## config.mk

```make
export PLATFORM = sky130hd
export DESIGN_NAME = uart_rx_core
export DESIGN_NICKNAME = d
export VERILOG_FILES = /design/src/rtl/uart_pkg.sv /design/src/rtl/uart_baud_tick.sv /design/src/rtl/uart_rx_core.sv
export SDC_FILE = /design/constraint.sdc
export NUM_CORES = 1
export LEC_CHECK = 0
export ABC_AREA = 1
export ABC_CLOCK_PERIOD_IN_PS = 4500
export BUFFER_PORTS_ARGS = -buffer_cell sky130_fd_sc_hd__buf_2
export CORE_MARGIN = 4
export CORE_UTILIZATION = 32
export CTS_CLUSTER_SIZE = 30
export DETAILED_ROUTE_END_ITERATION = 12
export GPL_ROUTABILITY_DRIVEN = 0
export HOLD_SLACK_MARGIN = 0.03
export PLACE_DENSITY = 0.54
export SETUP_SLACK_MARGIN = 0.3
export SYNTH_ARGS = -nofsm -noshare
export SYNTH_HDL_FRONTEND = slang
export SYNTH_HIERARCHICAL = 1
export SYNTH_SLANG_ARGS = --single-unit
```

## constraint.sdc

```tcl
create_clock -name iCLK_50 -period 4.5 [get_ports iCLK_50]
set_input_delay 0.675 -clock iCLK_50 [delete_from_list [all_inputs] [get_ports iCLK_50]]
set_output_delay 0.675 -clock iCLK_50 [all_outputs]
set_load 0.1 [all_outputs]
```

## src/rtl/uart_pkg.sv

```systemverilog
// Shared types and helpers for the UART receive path.
package uart_pkg;

  localparam int UART_DATA_BITS = 8;

  typedef enum logic [2:0] {
    ST_IDLE,
    ST_START,
    ST_DATA,
    ST_PARITY,
    ST_STOP,
    ST_WAIT_IDLE
  } uart_rx_state_t;

  // Clocks per oversample tick (truncating division).
  function automatic int uart_div(input int clk_hz, input int baud, input int os);
    return clk_hz / (baud * os);
  endfunction

endpackage

```

## src/rtl/uart_baud_tick.sv

```systemverilog
// Oversample tick generator: one-cycle pulse every DIV clocks.
module uart_baud_tick #(
  parameter int DIV = 27
) (
  input  logic clk_i,
  input  logic rst_ni,
  input  logic clr_i,
  output logic tick_o
);

  localparam int CW = (DIV > 1) ? $clog2(DIV) : 1;

  logic [CW-1:0] cnt_q;

  assign tick_o = (cnt_q == CW'(DIV - 1));

  // Wrapping divider counter; clr_i restarts the phase.
  always_ff @(posedge clk_i or negedge rst_ni) begin
    if (!rst_ni)              cnt_q <= '0;
    else if (clr_i || tick_o) cnt_q <= '0;
    else                      cnt_q <= cnt_q + 1'b1;
  end

endmodule

```

## src/rtl/uart_rx_core.sv

```systemverilog
// 8N1 UART receiver, 16x oversampled, centre-sampled, valid/ready output.
// Optional even parity (11-bit frame) enabled by defining UART_RX_PARITY_EN.
module uart_rx_core
  import uart_pkg::*;
#(
  parameter int CLK_HZ     = 50_000_000,
  parameter int BAUD       = 115200,
  parameter int OVERSAMPLE = 16
) (
  input  logic       iCLK_50,
  input  logic       iRST_N,
  input  logic       iRXD,
  input  logic       iREADY,
  output logic [7:0] oDATA,
  output logic       oVALID,
  output logic       oFRAME_ERR,
  output logic       oPARITY_ERR,
  output logic       oOVERRUN,
  output logic       oBUSY
);

  localparam int DIV  = uart_div(CLK_HZ, BAUD, OVERSAMPLE);
  localparam int OS_W = $clog2(OVERSAMPLE);

  logic                  rx_meta_q, rxs_q, rxs_dly_q;
  logic                  tick, fall;
  uart_rx_state_t        state_q, state_d;
  logic [OS_W-1:0]       os_cnt_q, os_cnt_d;
  logic [2:0]            bit_cnt_q, bit_cnt_d;
  logic [UART_DATA_BITS-1:0] shift_q, shift_d;
  logic                  load, frame_err;
  logic [7:0]            data_q;
  logic                  valid_q, fe_q, ovr_q;

  // The divider free-runs; start-edge phase uncertainty is under one tick.
  uart_baud_tick #(.DIV(DIV)) u_tick (
    .clk_i  (iCLK_50),
    .rst_ni (iRST_N),
    .clr_i  (1'b0),
    .tick_o (tick)
  );

  assign fall = rxs_dly_q & ~rxs_q;

  // Two-flop synchroniser plus delay tap for edge detection; idles high.
  always_ff @(posedge iCLK_50 or negedge iRST_N) begin
    if (!iRST_N) begin
      rx_meta_q <= 1'b1;
      rxs_q     <= 1'b1;
      rxs_dly_q <= 1'b1;
    end else begin
      rx_meta_q <= iRXD;
      rxs_q     <= rx_meta_q;
      rxs_dly_q <= rxs_q;
    end
  end

`ifdef UART_RX_PARITY_EN
  logic par_err_q, par_err_d, par_err;
`endif

  // Receive FSM state and bit-timing registers.
  always_ff @(posedge iCLK_50 or negedge iRST_N) begin
    if (!iRST_N) begin
      state_q   <= ST_IDLE;
      os_cnt_q  <= '0;
      bit_cnt_q <= '0;
      shift_q   <= '0;
`ifdef UART_RX_PARITY_EN
      par_err_q <= 1'b0;
`endif
    end else begin
      state_q   <= state_d;
      os_cnt_q  <= os_cnt_d;
      bit_cnt_q <= bit_cnt_d;
      shift_q   <= shift_d;
`ifdef UART_RX_PARITY_EN
      par_err_q <= par_err_d;
`endif
    end
  end

  // Next-state: count ticks within a bit, sample at centre, shift LSB first.
  always_comb begin
    state_d   = state_q;
    os_cnt_d  = os_cnt_q;
    bit_cnt_d = bit_cnt_q;
    shift_d   = shift_q;
    load      = 1'b0;
    frame_err = 1'b0;
`ifdef UART_RX_PARITY_EN
    par_err_d = par_err_q;
    par_err   = 1'b0;
`endif
    case (state_q)
      ST_IDLE: if (fall) begin
        state_d  = ST_START;
        os_cnt_d = '0;
      end
      ST_START: if (tick) begin
        if (os_cnt_q == OS_W'(OVERSAMPLE / 2 - 1)) begin
          os_cnt_d = '0;
          if (rxs_q) state_d = ST_IDLE;
          else begin
            state_d   = ST_DATA;
            bit_cnt_d = '0;
`ifdef UART_RX_PARITY_EN
            par_err_d = 1'b0;
`endif
          end
        end else os_cnt_d = os_cnt_q + 1'b1;
      end
      ST_DATA: if (tick) begin
        if (os_cnt_q == OS_W'(OVERSAMPLE - 1)) begin
          os_cnt_d = '0;
          shift_d  = {rxs_q, shift_q[UART_DATA_BITS-1:1]};
          if (bit_cnt_q == 3'(UART_DATA_BITS - 1)) begin
`ifdef UART_RX_PARITY_EN
            state_d = ST_PARITY;
`else
            state_d = ST_STOP;
`endif
          end else bit_cnt_d = bit_cnt_q + 1'b1;
        end else os_cnt_d = os_cnt_q + 1'b1;
      end
`ifdef UART_RX_PARITY_EN
      ST_PARITY: if (tick) begin
        if (os_cnt_q == OS_W'(OVERSAMPLE - 1)) begin
          os_cnt_d  = '0;
          par_err_d = rxs_q ^ (^shift_q);
          state_d   = ST_STOP;
        end else os_cnt_d = os_cnt_q + 1'b1;
      end
`endif
      ST_STOP: if (tick) begin
        if (os_cnt_q == OS_W'(OVERSAMPLE - 1)) begin
          os_cnt_d = '0;
          if (!rxs_q) begin
            frame_err = 1'b1;
            state_d   = ST_WAIT_IDLE;
          end else begin
            state_d = ST_IDLE;
`ifdef UART_RX_PARITY_EN
            if (par_err_q) par_err = 1'b1;
            else           load    = 1'b1;
`else
            load = 1'b1;
`endif
          end
        end else os_cnt_d = os_cnt_q + 1'b1;
      end
      ST_WAIT_IDLE: if (rxs_q) state_d = ST_IDLE;
      default: state_d = ST_IDLE;
    endcase
  end

  // Holding register and error pulses; a full register drops the new byte.
  always_ff @(posedge iCLK_50 or negedge iRST_N) begin
    if (!iRST_N) begin
      data_q  <= '0;
      valid_q <= 1'b0;
      fe_q    <= 1'b0;
      ovr_q   <= 1'b0;
    end else begin
      fe_q  <= frame_err;
      ovr_q <= 1'b0;
      if (load) begin
        if (valid_q && !iREADY) ovr_q <= 1'b1;
        else begin
          data_q  <= shift_q;
          valid_q <= 1'b1;
        end
      end else if (valid_q && iREADY) begin
        valid_q <= 1'b0;
      end
    end
  end

`ifdef UART_RX_PARITY_EN
  logic pe_q;
  // Parity error pulse, registered to align with the other flags.
  always_ff @(posedge iCLK_50 or negedge iRST_N) begin
    if (!iRST_N) pe_q <= 1'b0;
    else         pe_q <= par_err;
  end
  assign oPARITY_ERR = pe_q;
`else
  assign oPARITY_ERR = 1'b0;
`endif

  assign oDATA      = data_q;
  assign oVALID     = valid_q;
  assign oFRAME_ERR = fe_q;
  assign oOVERRUN   = ovr_q;
  assign oBUSY      = (state_q != ST_IDLE);

endmodule

```

Yosys cells after proc, flatten, opt, wreduce, memory -nomap -nowiden --
Index checks and enable logic that the tools add are counted.
Operators by class: mux-type cells 39, eq/ne operators 21, $add $sub $neg 3, reductions and logical operators 15, bitwise operators 3
Operators with widths (number):
- $mux W3 | 16
- $ne A2 B2 Y1 const B | 12
- $mux W4 | 5
- $pmux W3 S5 | 1
- $mux W1 | 13
- $pmux W4 S3 | 1
- $eq A3 B3 Y1 const B | 3
- $reduce_and A9 Y1 | 1
- $reduce_and A7 Y1 | 1
- $pmux W3 S2 | 1
- $reduce_bool A3 Y1 | 2
- $add A5 B1 Y5 const B | 1
- $eq A5 B5 Y1 const B | 1
- $mux W5 | 1
- $add A4 B1 Y4 const B | 1
- $eq A4 B3 Y1 const B | 1
- $eq A4 B4 Y1 const B | 1
- $reduce_and A2 Y1 | 2
- $reduce_and A4 Y1 | 1
- $reduce_bool A2 Y1 | 2
- $add A3 B1 Y3 const B | 1
- $eq A3 B1 Y1 const B | 1
- $eq A3 B2 Y1 const B | 1
- $logic_not A3 Y1 | 1
- other kinds (8) | 10
Word-level totals: bits of input ports 4, word-level logic and storage cells 93, output and inout port bits 13, flip-flop bits (word level) 37

Depth between registers and ports, before layout --
depth after elaboration 6, mapped depth 14, depth with buffers taken out 14

By module --
The synthesis kept the hierarchy.
By module, submodules not included:
- uart_rx_core | area an instance 1561.5 sq um, times used 1, cells each 181, seq. area each 804.5 sq um
- uart_baud_tick | area an instance 260.2 sq um, times used 1, cells each 31, seq. area each 125.1 sq um

Worst setup path after synthesis --
OpenSTA, ideal clock, no wires.
kind reg2out, from reg state_q[1], to out oBUSY, arrival 1.186 ns, stages on the path, launching flop included 3, path slack 2.639 ns, cell sequence dfrtp_1 -> nor2_2 -> nand2_1
Between the ends: cells in the longest elaborated chain, start to end 1
RTL lines:
- start, declared | RTL line uart_rx_core.sv:27 | uart_rx_state_t state_q, state_d;
- start signal, assigned | RTL line uart_rx_core.sv:73 | state_q <= state_d;
- $reduce_bool A3 Y1 | RTL line uart_rx_core.sv:195 | assign oBUSY = (state_q != ST_IDLE);
- end, declared | RTL line uart_rx_core.sv:19 | output logic oBUSY
No other way between the ends.

Final worst setup path --
Ends and elaborated chain as after synthesis.

==> results.sh <==
export IMPL_status="finished clean"
export IMPL_period_share_pct=45.6
export IMPL_hold_buffers=0
export IMPL_peakVddDrop_mv=0.244
export IMPL_row_count=27
export IMPL_grt_max_degree=38
export IMPL_portBuffers=15
export IMPL_cts_sinks=37
export IMPL_layout_drive_gt1_share_pct=22.3
export IMPL_yosysSeqAreaShare_pct=51.0
export IMPL_p_switching_w=0.000381
export IMPL_synthFlopType="dfrtp_1"
export IMPL_comb_power_share_pct=31.8
export IMPL_rsz0062_at_grt="false"
export IMPL_die_w_um=83.5
export IMPL_coreArea_mm2=0.00551
export IMPL_synth_async_sr_flop_share_pct=100
export IMPL_final_cells=305
export IMPL_post_dp_cell_area_mm2=0.00197
export IMPL_relSlewSlack_pct=45.4
export IMPL_clkSlewWorstSetupHoldPaths_ps=80
export IMPL_clock_path_buffers=2
export IMPL_yosys_top_cells_area="dfrtp_1 (47%), nand2_1 (13%), inv_1 (5.8%)"
export IMPL_worst_slack_ps=2450
export IMPL_p_int_w=0.000543
export IMPL_grt_pass1_vias=1407
export IMPL_syn_instance_count=212
export IMPL_cts_resized=0
export IMPL_initial_utilization_pct=33.1
export IMPL_wl_mm=3.34
export IMPL_avgSynthCellArea_um2=8.59
export IMPL_cts_buffers=5
export IMPL_synth_most_common_cell="nand2_1"
export IMPL_p_sw_share_pct=41.2
export IMPL_dp_hpwl_mm=2.40
export IMPL_final_setup_viol_count=0
export IMPL_synth_top_area_share_pct=46.7
export IMPL_fp_dieH_um=83.5
export IMPL_start_kind="flip-flop"
export IMPL_leakage_nw=1.08
export IMPL_antenna_cells=0
export IMPL_dr_pass1_iters=4
export IMPL_gr_usage_all_layers_pct=10.7
export IMPL_clock_latency_ps=290
export IMPL_fin_area_mm2=0.00206
export IMPL_synth_cell_type_count=27
export IMPL_end_kind="primary output"
export IMPL_tightest_slew_ps=819
export IMPL_fin_crit_ps=2050
export IMPL_crit_type="flip-flop to primary output"
export IMPL_fmax_ghz=0.488
export IMPL_grt_pass1_wl_mm=6.14
export IMPL_ys_warn_count=6
export IMPL_area_delta_synth_final_pct=12.9
export IMPL_netlist_area_mm2=0.00182
export IMPL_p_seq_share_pct=42.3
export IMPL_vias=1363
export IMPL_vias_per_cell=4.47
export IMPL_cts_setup_buffers=0
export IMPL_worstPathMaxFanout=5
export IMPL_drtIter0Drc=60
export IMPL_hold_viol=0
export IMPL_skew_ps=6.64
export IMPL_num_nets_final=241
export IMPL_drc=0
export IMPL_synth_edff_count=0
export IMPL_ioPinCount=17
export IMPL_power_frac_clock_pct=25.9
export IMPL_cp_required_ps=3830
export IMPL_die_area_mm2=0.00696
export IMPL_cts_tree="built"
export IMPL_drv_slew=0
export IMPL_synth_top_cells_by_count="nand2_1 (61), dfrtp_1 (34), inv_1 (28)"
export IMPL_grt_overflow=0
export IMPL_antenna_found_initial=0
export IMPL_cts_root_buffer="clkbuf_8"
export IMPL_nFillCells=572
export IMPL_yosys_area_top_type="dfrtp_1"
export IMPL_ys_ff_latch=37
export IMPL_routedWlPerCell_um=11.0
export IMPL_dp_cells=297
export IMPL_htree_levels=2
export IMPL_max_cap_viol_count=0
export IMPL_power_density_mw_per_mm2=449
export IMPL_power_w=0.000924
export IMPL_hold_path_class="flip-flop to flip-flop"
export IMPL_pre_cts_ws_ps=2670
export IMPL_finalSetupTns_ps=0
export IMPL_ant_nets=0
export IMPL_arrival_ps=1380
## area by class of cell
type	instances	area [µm²]	share of cell area, %
clock inverters	3	21.3	1.03
clock buffers	5	68.8	3.35
multi-input cells	144	763	37.1
well taps	72	90.1	4.38
inverters	29	109	5.29
repair buffers	15	75.1	3.65
flip-flops and latches	37	930	45.2
## cell usage in the layout (no fill, tap or decap), drive strengths merged
cell type / synthesis / routed
dfrtp: 34 / 34
buf: 3 / 15
clkbuf: 0 / 5
xnor2: 1 / 1
nand3b: 1 / 1
xor2: 1 / 1
nor3: 1 / 1
nor2: 19 / 19
a21oi: 2 / 2
nand3: 12 / 12
o21ai: 22 / 22
conb: 1 / 2
ha: 5 / 5
inv: 29 / 30
clkinvlp: 0 / 1
nand2: 70 / 70
clkinv: 0 / 1
dfstp: 3 / 3
nand4: 8 / 8
## final timing paths
| kind | start | endpoint | cells after the start | slack [ps] |
|---|---|---|---|---|
| max in group asynchronous | iRST_N | shift_q[6] | 1 | 3510 |
| worst max-delay path | state_q[1] | oBUSY | 3 | 2450 |
| worst max register to register | u_tick/cnt_q[0] | oDATA[5] | 11 | 2690 |
| worst min register to register | rx_meta_q | rxs_q | 0 | 360 |
| worst min-delay path | rx_meta_q | rxs_q | 0 | 360 |
| min in group asynchronous | iRST_N | state_q[0] | 1 | 470 |
## state kept, by name (all words and copies together), names as in the netlist
register      count
oDATA             8
shift_q           8
u_tick/cnt_q      5
os_cnt_q          4
bit_cnt_q         3
state_q           3
oFRAME_ERR        1
oOVERRUN          1
oVALID            1
rx_meta_q         1
rxs_dly_q         1
rxs_q             1
## metrics by stage
stage | hold WS, ps | util [%]
after floorplan | 345 | -
after global placement | 353 | 35.7
after detailed placement | 347 | 35.7
after CTS | 359 | 37.4
after global routing | 360 | 37.4
final | 357 | 37.4
## power groups by stage
| stage | sequential, W | combinational, W | clock (W) |
|---|---|---|---|
| final | 0.000391 | 0.000294 | 0.000240 |
| after CTS | 0.000391 | 0.000294 | 0.000249 |
| after floorplan | 0.000391 | 0.000241 | 0 |
| after global placement | 0.000397 | 0.000297 | 0 |
| after global routing | 0.000395 | 0.000330 | 0.000265 |
| after detailed placement | 0.000397 | 0.000294 | 0 |
## kinds of logic after synthesis
logic type	after synthesis	synth area share [%]
simple gates	111	28.8
flops	37	51.0
buf+inv	32	7.28
compound gates	24	8.24
fa+ha+maj	5	3.43
xor+xnor	2	0.962
other cells	1	0.206
## layer usage
metal	share of wire, %	track usage, %
met1	50	13.6
met2	44	16.9
met3	5.2	3.65
met4	1.3	4.09
met5	0	0
## worst max-delay path, cell delays in order (launching register included)
cell     delay (ps)
dfrtp_1         440
nor2_2          240
nand2_1         100
buf_2           300
Power figures use the tool's default switching activity.
